File: src/rtl/counter_pkg.sv
// Shared definitions for the range counter family: counting mode and range test.
package counter_pkg;

  typedef enum logic {
    CNT_WRAP = 1'b0,
    CNT_SAT  = 1'b1
  } cnt_mode_e;

  function automatic logic in_range(input int unsigned v,
                                    input int unsigned lo,
                                    input int unsigned hi);
    return (v >= lo) && (v <= hi);
  endfunction

endpackage

File: src/rtl/range_counter_step.sv
// Combinational next-count step over [MIN,MAX]: wraps or saturates at the bounds.
module range_step
  import counter_pkg::*;
#(
  parameter int WIDTH    = 4,
  parameter int MIN      = 1,
  parameter int MAX      = 12,
  parameter int SATURATE = 0
) (
  input  logic [WIDTH-1:0] q,
  input  logic             up_dn,
  output logic [WIDTH-1:0] q_next,
  output logic             at_bound
);

  localparam logic [WIDTH-1:0] MIN_V = WIDTH'(MIN);
  localparam logic [WIDTH-1:0] MAX_V = WIDTH'(MAX);
  localparam cnt_mode_e        MODE  = (SATURATE != 0) ? CNT_SAT : CNT_WRAP;

  logic q_ok;

  assign q_ok     = in_range(32'(q), MIN, MAX);
  assign at_bound = up_dn ? (q == MAX_V) : (q == MIN_V);

  // Bounds are compared before stepping, so the WIDTH-bit add never overflows;
  // an out-of-range value (only reachable via X or upset) recovers to MIN.
  always_comb begin
    q_next = MIN_V;
    if (q_ok) begin
      if (up_dn) begin
        if (q == MAX_V) begin
          q_next = (MODE == CNT_SAT) ? MAX_V : MIN_V;
        end else begin
          q_next = q + WIDTH'(1);
        end
      end else begin
        if (q == MIN_V) begin
          q_next = (MODE == CNT_SAT) ? MIN_V : MAX_V;
        end else begin
          q_next = q - WIDTH'(1);
        end
      end
    end
  end

endmodule

File: src/rtl/range_counter.sv
// Parametrised modulo range counter with range-checked load and cascadable carry.
module range_counter
  import counter_pkg::*;
#(
  parameter int WIDTH    = 4,
  parameter int MIN      = 1,
  parameter int MAX      = 12,
  parameter int SATURATE = 0
) (
  input  logic             clk,
  input  logic             reset_n,
  input  logic             enable,
  input  logic             clear,
  input  logic             load,
  input  logic [WIDTH-1:0] d,
  input  logic             up_dn,
  input  logic             carry_in,
  output logic [WIDTH-1:0] q,
  output logic             carry_out,
  output logic             wrapped,
  output logic             load_err
);

  localparam logic [WIDTH-1:0] MIN_V = WIDTH'(MIN);

  if (!((MIN >= 0) && (MIN < MAX) && (MAX <= (1 << WIDTH) - 1))) begin : g_param_check
    $error("range_counter: need 0 <= MIN < MAX <= 2**WIDTH-1");
  end

  logic [WIDTH-1:0] q_reg;
  logic [WIDTH-1:0] q_next;
  logic [WIDTH-1:0] step_q;
  logic             at_bound;
  logic             load_ok;
  logic             wrapped_reg;
  logic             wrapped_next;
  logic             load_err_reg;
  logic             load_err_next;

  range_step #(
    .WIDTH   (WIDTH),
    .MIN     (MIN),
    .MAX     (MAX),
    .SATURATE(SATURATE)
  ) u_step (
    .q       (q_reg),
    .up_dn   (up_dn),
    .q_next  (step_q),
    .at_bound(at_bound)
  );

  assign load_ok = in_range(32'(d), MIN, MAX);

  // Priority: enable gates everything, then clear, load, count.
  always_comb begin
    q_next        = q_reg;
    wrapped_next  = 1'b0;
    load_err_next = 1'b0;
    if (enable) begin
      if (clear) begin
        q_next = MIN_V;
      end else if (load) begin
        if (load_ok) begin
          q_next = d;
        end else begin
          q_next        = MIN_V;
          load_err_next = 1'b1;
        end
      end else if (carry_in) begin
        q_next       = step_q;
        wrapped_next = at_bound;
      end
    end
  end

  always_ff @(posedge clk or negedge reset_n) begin
    if (!reset_n) begin
      q_reg        <= MIN_V;
      wrapped_reg  <= 1'b0;
      load_err_reg <= 1'b0;
    end else begin
      q_reg        <= q_next;
      wrapped_reg  <= wrapped_next;
      load_err_reg <= load_err_next;
    end
  end

  assign q         = q_reg;
  assign wrapped   = wrapped_reg;
  assign load_err  = load_err_reg;
  // Zero-latency terminal count so a following stage steps on the same edge.
  assign carry_out = enable & carry_in & ~clear & ~load & at_bound;

endmodule
File: config.mk
export PLATFORM = sky130hd
export DESIGN_NAME = range_counter
export DESIGN_NICKNAME = d
export VERILOG_FILES = /design/src/rtl/counter_pkg.sv /design/src/rtl/range_counter_step.sv /design/src/rtl/range_counter.sv
export SDC_FILE = /design/constraint.sdc
export NUM_CORES = 1
export LEC_CHECK = 0
export ABC_AREA = 0
export ABC_CLOCK_PERIOD_IN_PS = 3550
export CAP_MARGIN = 20
export CORE_MARGIN = 2
export CORE_UTILIZATION = 35
export DETAILED_ROUTE_END_ITERATION = 6
export DONT_BUFFER_PORTS = 1
export SLEW_MARGIN = 40
export SYNTH_ARGS = -nofsm -noshare
export SYNTH_HDL_FRONTEND = slang
export SYNTH_HIERARCHICAL = 1
export SYNTH_SLANG_ARGS = --single-unit
export TNS_END_PERCENT = 50
File: constraint.sdc
create_clock -name clk -period 3.55 [get_ports clk]
set_clock_uncertainty 0.05 [all_clocks]
set_input_delay 0.5325 -clock clk [delete_from_list [all_inputs] [get_ports clk]]
set_output_delay 0.5325 -clock clk [all_outputs]
set_load 0.05 [all_outputs]
---- Yosys cells after proc, flatten, opt, wreduce, memory -nomap -nowiden ----
Index checks and enable logic that the tools add are counted.
operators by class
  add/sub/neg operators ................... 2
  $lt $le $gt $ge ......................... 4
  equality and inequality tests ........... 2
  muxes and demuxes ....................... 17
  bitwise operators ....................... 6
  reductions and logical operators ........ 4
operator list
  kind                                                                   number
  4-bit two-way mux                                                      8
  1-bit two-way mux                                                      9
  4-bit by 1-bit >= comparator with 1-bit output, second input constant  2
  4-bit less-or-equal comparator, second input constant                  2
  4-bit by 1-bit adder with 4-bit output, second input constant          1
  1-bit AND                                                              4
  4-bit by 1-bit equality test with 1-bit output, second input constant  1
  4-bit equality test, second input constant                             1
  4-bit by 1-bit subtractor with 4-bit output, second input constant     1
  3-bit nonzero test                                                     1
  1-bit logical AND                                                      2
  1-bit NOT                                                              2
  2-bit AND reduction                                                    1
word-level totals
  register bits after elaboration ......... 6
  input port bits ......................... 11
  output and inout bits ................... 7
  logic and storage cells ................. 38

---- Longest topological paths before layout ----
  word-level depth ........................ 7
  mapped depth ............................ 8
  depth with buffers taken out ............ 8

---- By module ----
The synthesis kept the hierarchy.
by module, submodules not included
  module         instances  cells each  area each (um^2)  seq. area each (um^2)
  range_counter  1          38          332.8             151.4
  range_step     1          33          220.2             0.0

---- Worst setup path after synthesis ----
OpenSTA, ideal clock, no wires.
  kind .................................... reg2out
  start point ............................. reg q_reg[1], in the netlist q[1]
  end point ............................... out carry_out
  arrival ................................. 2.369 ns
  data required time ...................... 2.967 ns
  setup slack ............................. 0.598 ns
  stages on the path, launching flop included .. 7
  buffers on the path ..................... 0
  cell sequence ........................... dfrtp_1 > inv_1 > ha_1 > nand2_1 > o22ai_1 > nand3_1 > nor3_1
on the way
  cells in the longest elaborated chain, start to end .. 3
  elaborated cells between the ends (all ways) .. 4
  classes of those cells .................. eq/ne (2); mux (1); bitwise (1)
RTL lines
  element                                                                                       line                      source
  from (decl)                                                                                   range_counter.sv:30       logic [WIDTH-1:0] q_reg;
  from (signal assigned)                                                                        range_counter.sv:82       q_reg <= q_next;
  4-bit by 1-bit equality test with 1-bit output / 4-bit equality test (equally long branches)  range_counter_step.sv:23  assign at_bound = up_dn ? (q == MAX_V) : (q == MIN_V);
  1-bit two-way mux *                                                                           range_counter_step.sv:23
  via at_bound                                                                                  range_counter.sv:33       logic at_bound;
  1-bit AND *                                                                                   range_counter.sv:92       assign carry_out = enable & carry_in & ~clear & ~load & at_bound;
  to (decl)                                                                                     range_counter.sv:19       output logic carry_out,
The timed path passes the listed nets; every way through them passes the cells marked *.

---- Worst setup path after layout ----
Same ends and word-level chain as after synthesis.

==> run_results.csv <==
group,metric,value,unit
route,wl_per_cell,13.95,um
clock_tree,cts_setup_buffers,0,
sta,period_share,75.35,%
sta,fin_crit,2.675,ns
floorplanning,die_h,43.75,um
synth,ys_types,32,
finish,largest_reg_flops,4,
sta,fin_ws,0.8751,ns
power_and_ir_drop,p_leak,0.2429,nW
clock_tree,clock_sinks,6,
clock_tree,clkLatencyLatePin,0.24,ns
clock_tree,htreeDepth,1,
worst_setup_path,path_max_fanout,7,
power_and_ir_drop,max-vdd-ir-drop,0.09464,mV
clock_tree,cts_made_buffers,3,
finish,final_util,40.76,%
sta,finalSetupViolCount,0,
worst_hold_path,hold_class,"primary input to async pin",
grt,grt_remaining_overflow,0,
worst_setup_path,crit_arrival,2.09,ns
place,dp.cells,86,
route,totalWireLength,1.269,mm
floorplanning,num_rows,14,
synth,async_flop_share,100.0,%
route,drc,0,
grt,grt_max_degree,14,
sta,slew_headroom,51.33,%
finish,fill_cells,145,
synth,synth-edff-count,0,
finish,final_nets,90,
place,gp_congestion,0.7256,
place,hpwl,949.2,um
clock_tree,root_buffer,"clkbuf_4",
finish,diodes,0,
synth,yosys_warnings,6,
clock_tree,clk_pin_slew,0.05,ns
finish,regArea,151.4,um2
place,place_ws,1.110,ns
clock_tree,clock_path_buffers,2,
worst_setup_path,crit_path_end_kind,"output pin",
grt,grt_antenna_before_repair,0,
worst_setup_path,worstSetupPathType,"register to output pin",
sta,rsz0062_at_grt,"false",
power_and_ir_drop,p_total,0.2412,mW
finish,multiInputGateArea,372.9,um2
floorplanning,die-area,1914,um2
grt,grt_pass1_vias,487,
floorplanning,coreArea,1489,um2
sta,max_slew.worst_pin.slew,0.7300,ns
floorplanning,ioPinCount,18,
route,drt_iter0_drc,10,
synth,syn_area_per_cell,7.789,um2
place,port_buffers,0,
finish,drive_gt1_share,8.000,%
sta,hold_viol,0,
finish,final_cells,91,
grt,grt_pass1_wl,2.028,mm
outcome,outcome,"completed",
floorplanning,initial_core_util,37.14,%
sta,slew_violations,0,
synth,seq_area_frac_synth,27.38,%
finish,area_growth,9.729,%
route,postRouteAntennaNets,0,
synth,synth_area_leader_cell,"dfrtp_1",
synth,synthTopCellsByArea,"dfrtp_1, o21ai_0, ha_1",
flow_run,cap_violations,0,
synth,synth-main-ff-cell,"dfrtp_1",
route,dr.pass1.iters,4,
floorplanning,die_w,43.75,um
route,vias,535,
clock_tree,cts_resized,0,
worst_setup_path,critical_path_required,2.97,ns
synth,synth_most_common_cell,"o21ai_0",
synth,syn_inst,71,
grt,grtUsageTotal,14.21,%
synth,synth_seq_cells,6,
sta,fmax,373.8,MHz
route,viasPerCell,5.879,
synth,ys_top_cells_by_count,"o21ai_0, nand2_1",
worst_setup_path,start_kind,"register",
sta,setup_tns,0,ns
synth,synth_area,553.0,um2
clock_tree,cts_tree,"built",
power_and_ir_drop,p_per_area,397.4,nW/um2
synth,synthesis.nets,85,
synth,post-synth-top-area-fraction,22.62,%
-- cell type report --
| cell class | instances | area share [%] |
|---|---|---|
| Clock buffer | 4 | 4.330 |
| Inverter | 5 | 3.093 |
| Tap cell | 16 | 3.299 |
| Timing Repair Buffer | 2 | 2.887 |
| Sequential cell | 6 | 24.95 |
| Multi-Input combinational cell | 58 | 61.44 |
-- stage by stage --
stage / hold slack [ns] / area [um2]
3_3_place_gp: 0.1870 / 570.5
5_1_grt: 0.07094 / 606.8
4_1_cts: 0.07854 / 606.8
3_5_place_dp: 0.1870 / 570.5
6_report: 0.08934 / 606.8
2_1_floorplan: 0.1869 / 553.0
-- critical path, stage by stage, from the launching register on --
cell,delay (ns)
dfrtp_1,0.61
inv_1,0.20
ha_1,0.30
nand2_1,0.08
o22ai_1,0.18
nand3_1,0.12
nor3_1,0.14
buf_4,0.22
-- logic make-up after synthesis --
kind of cell	share of synthesized area, %
compound gates	29.87
xor+xnor	1.584
fa+ha+maj	6.788
buf+inv	5.204
flops	27.38
simple gates	29.19
-- timing repair --
action | CTS | global route
hold endpoints to repair | 5 | 0
hold buffers | 1 | 0
setup endpoints to repair | 0 | 0
-- cell usage in the layout, fill, tap and decap left out, drive strengths merged, types with 2 or more instances in the layout --
cell type / netlist / routed
or4b: 2 / 2
dfrtp: 5 / 5
o21ai: 10 / 10
nor2: 5 / 5
nand2: 7 / 7
nor3: 2 / 2
nand3: 3 / 3
a211o: 2 / 2
clkbuf: 0 / 4
nor2b: 5 / 5
a31oi: 3 / 3
inv: 5 / 5
ha: 3 / 3
-- metal layers --
metal / global-route usage [%] / up-vias / share of wire (%)
met1: 20.88 / 250 / 50
met3: 2.500 / 0 / 5.1
li1: - / 273 / -
met2: 19.41 / 12 / 45
met4: 7.879 / 0 / 0
met5: 0 / - / 0
-- power breakdown --
| part | internal (mW) | total (mW) | switching [mW] | leakage [nW] |
|---|---|---|---|---|
| Combinational | 0.0337 | 0.0670 | 0.0333 | 0.149 |
| Clock | 0.0425 | 0.0663 | 0.0238 | 0.0150 |
| Sequential | 0.0749 | 0.108 | 0.0330 | 0.0786 |
-- path summary, 6_finish.rpt --
kind / from / end / slack (ns) / depth (start not counted)
worst max-delay path: q[1] / carry_out / 0.88 / 7
worst min-delay path: reset_n / q[0] / 0.09 / 0
worst max register to register: q[1] / q[1] / 1.16 / 8
worst min register to register: q[0] / q[0] / 0.71 / 1
max in group asynchronous: reset_n / wrapped / 2.73 / 1
min in group clk: clear / wrapped / 0.32 / 1
No activity file was read; power rests on OpenSTA's default activity.
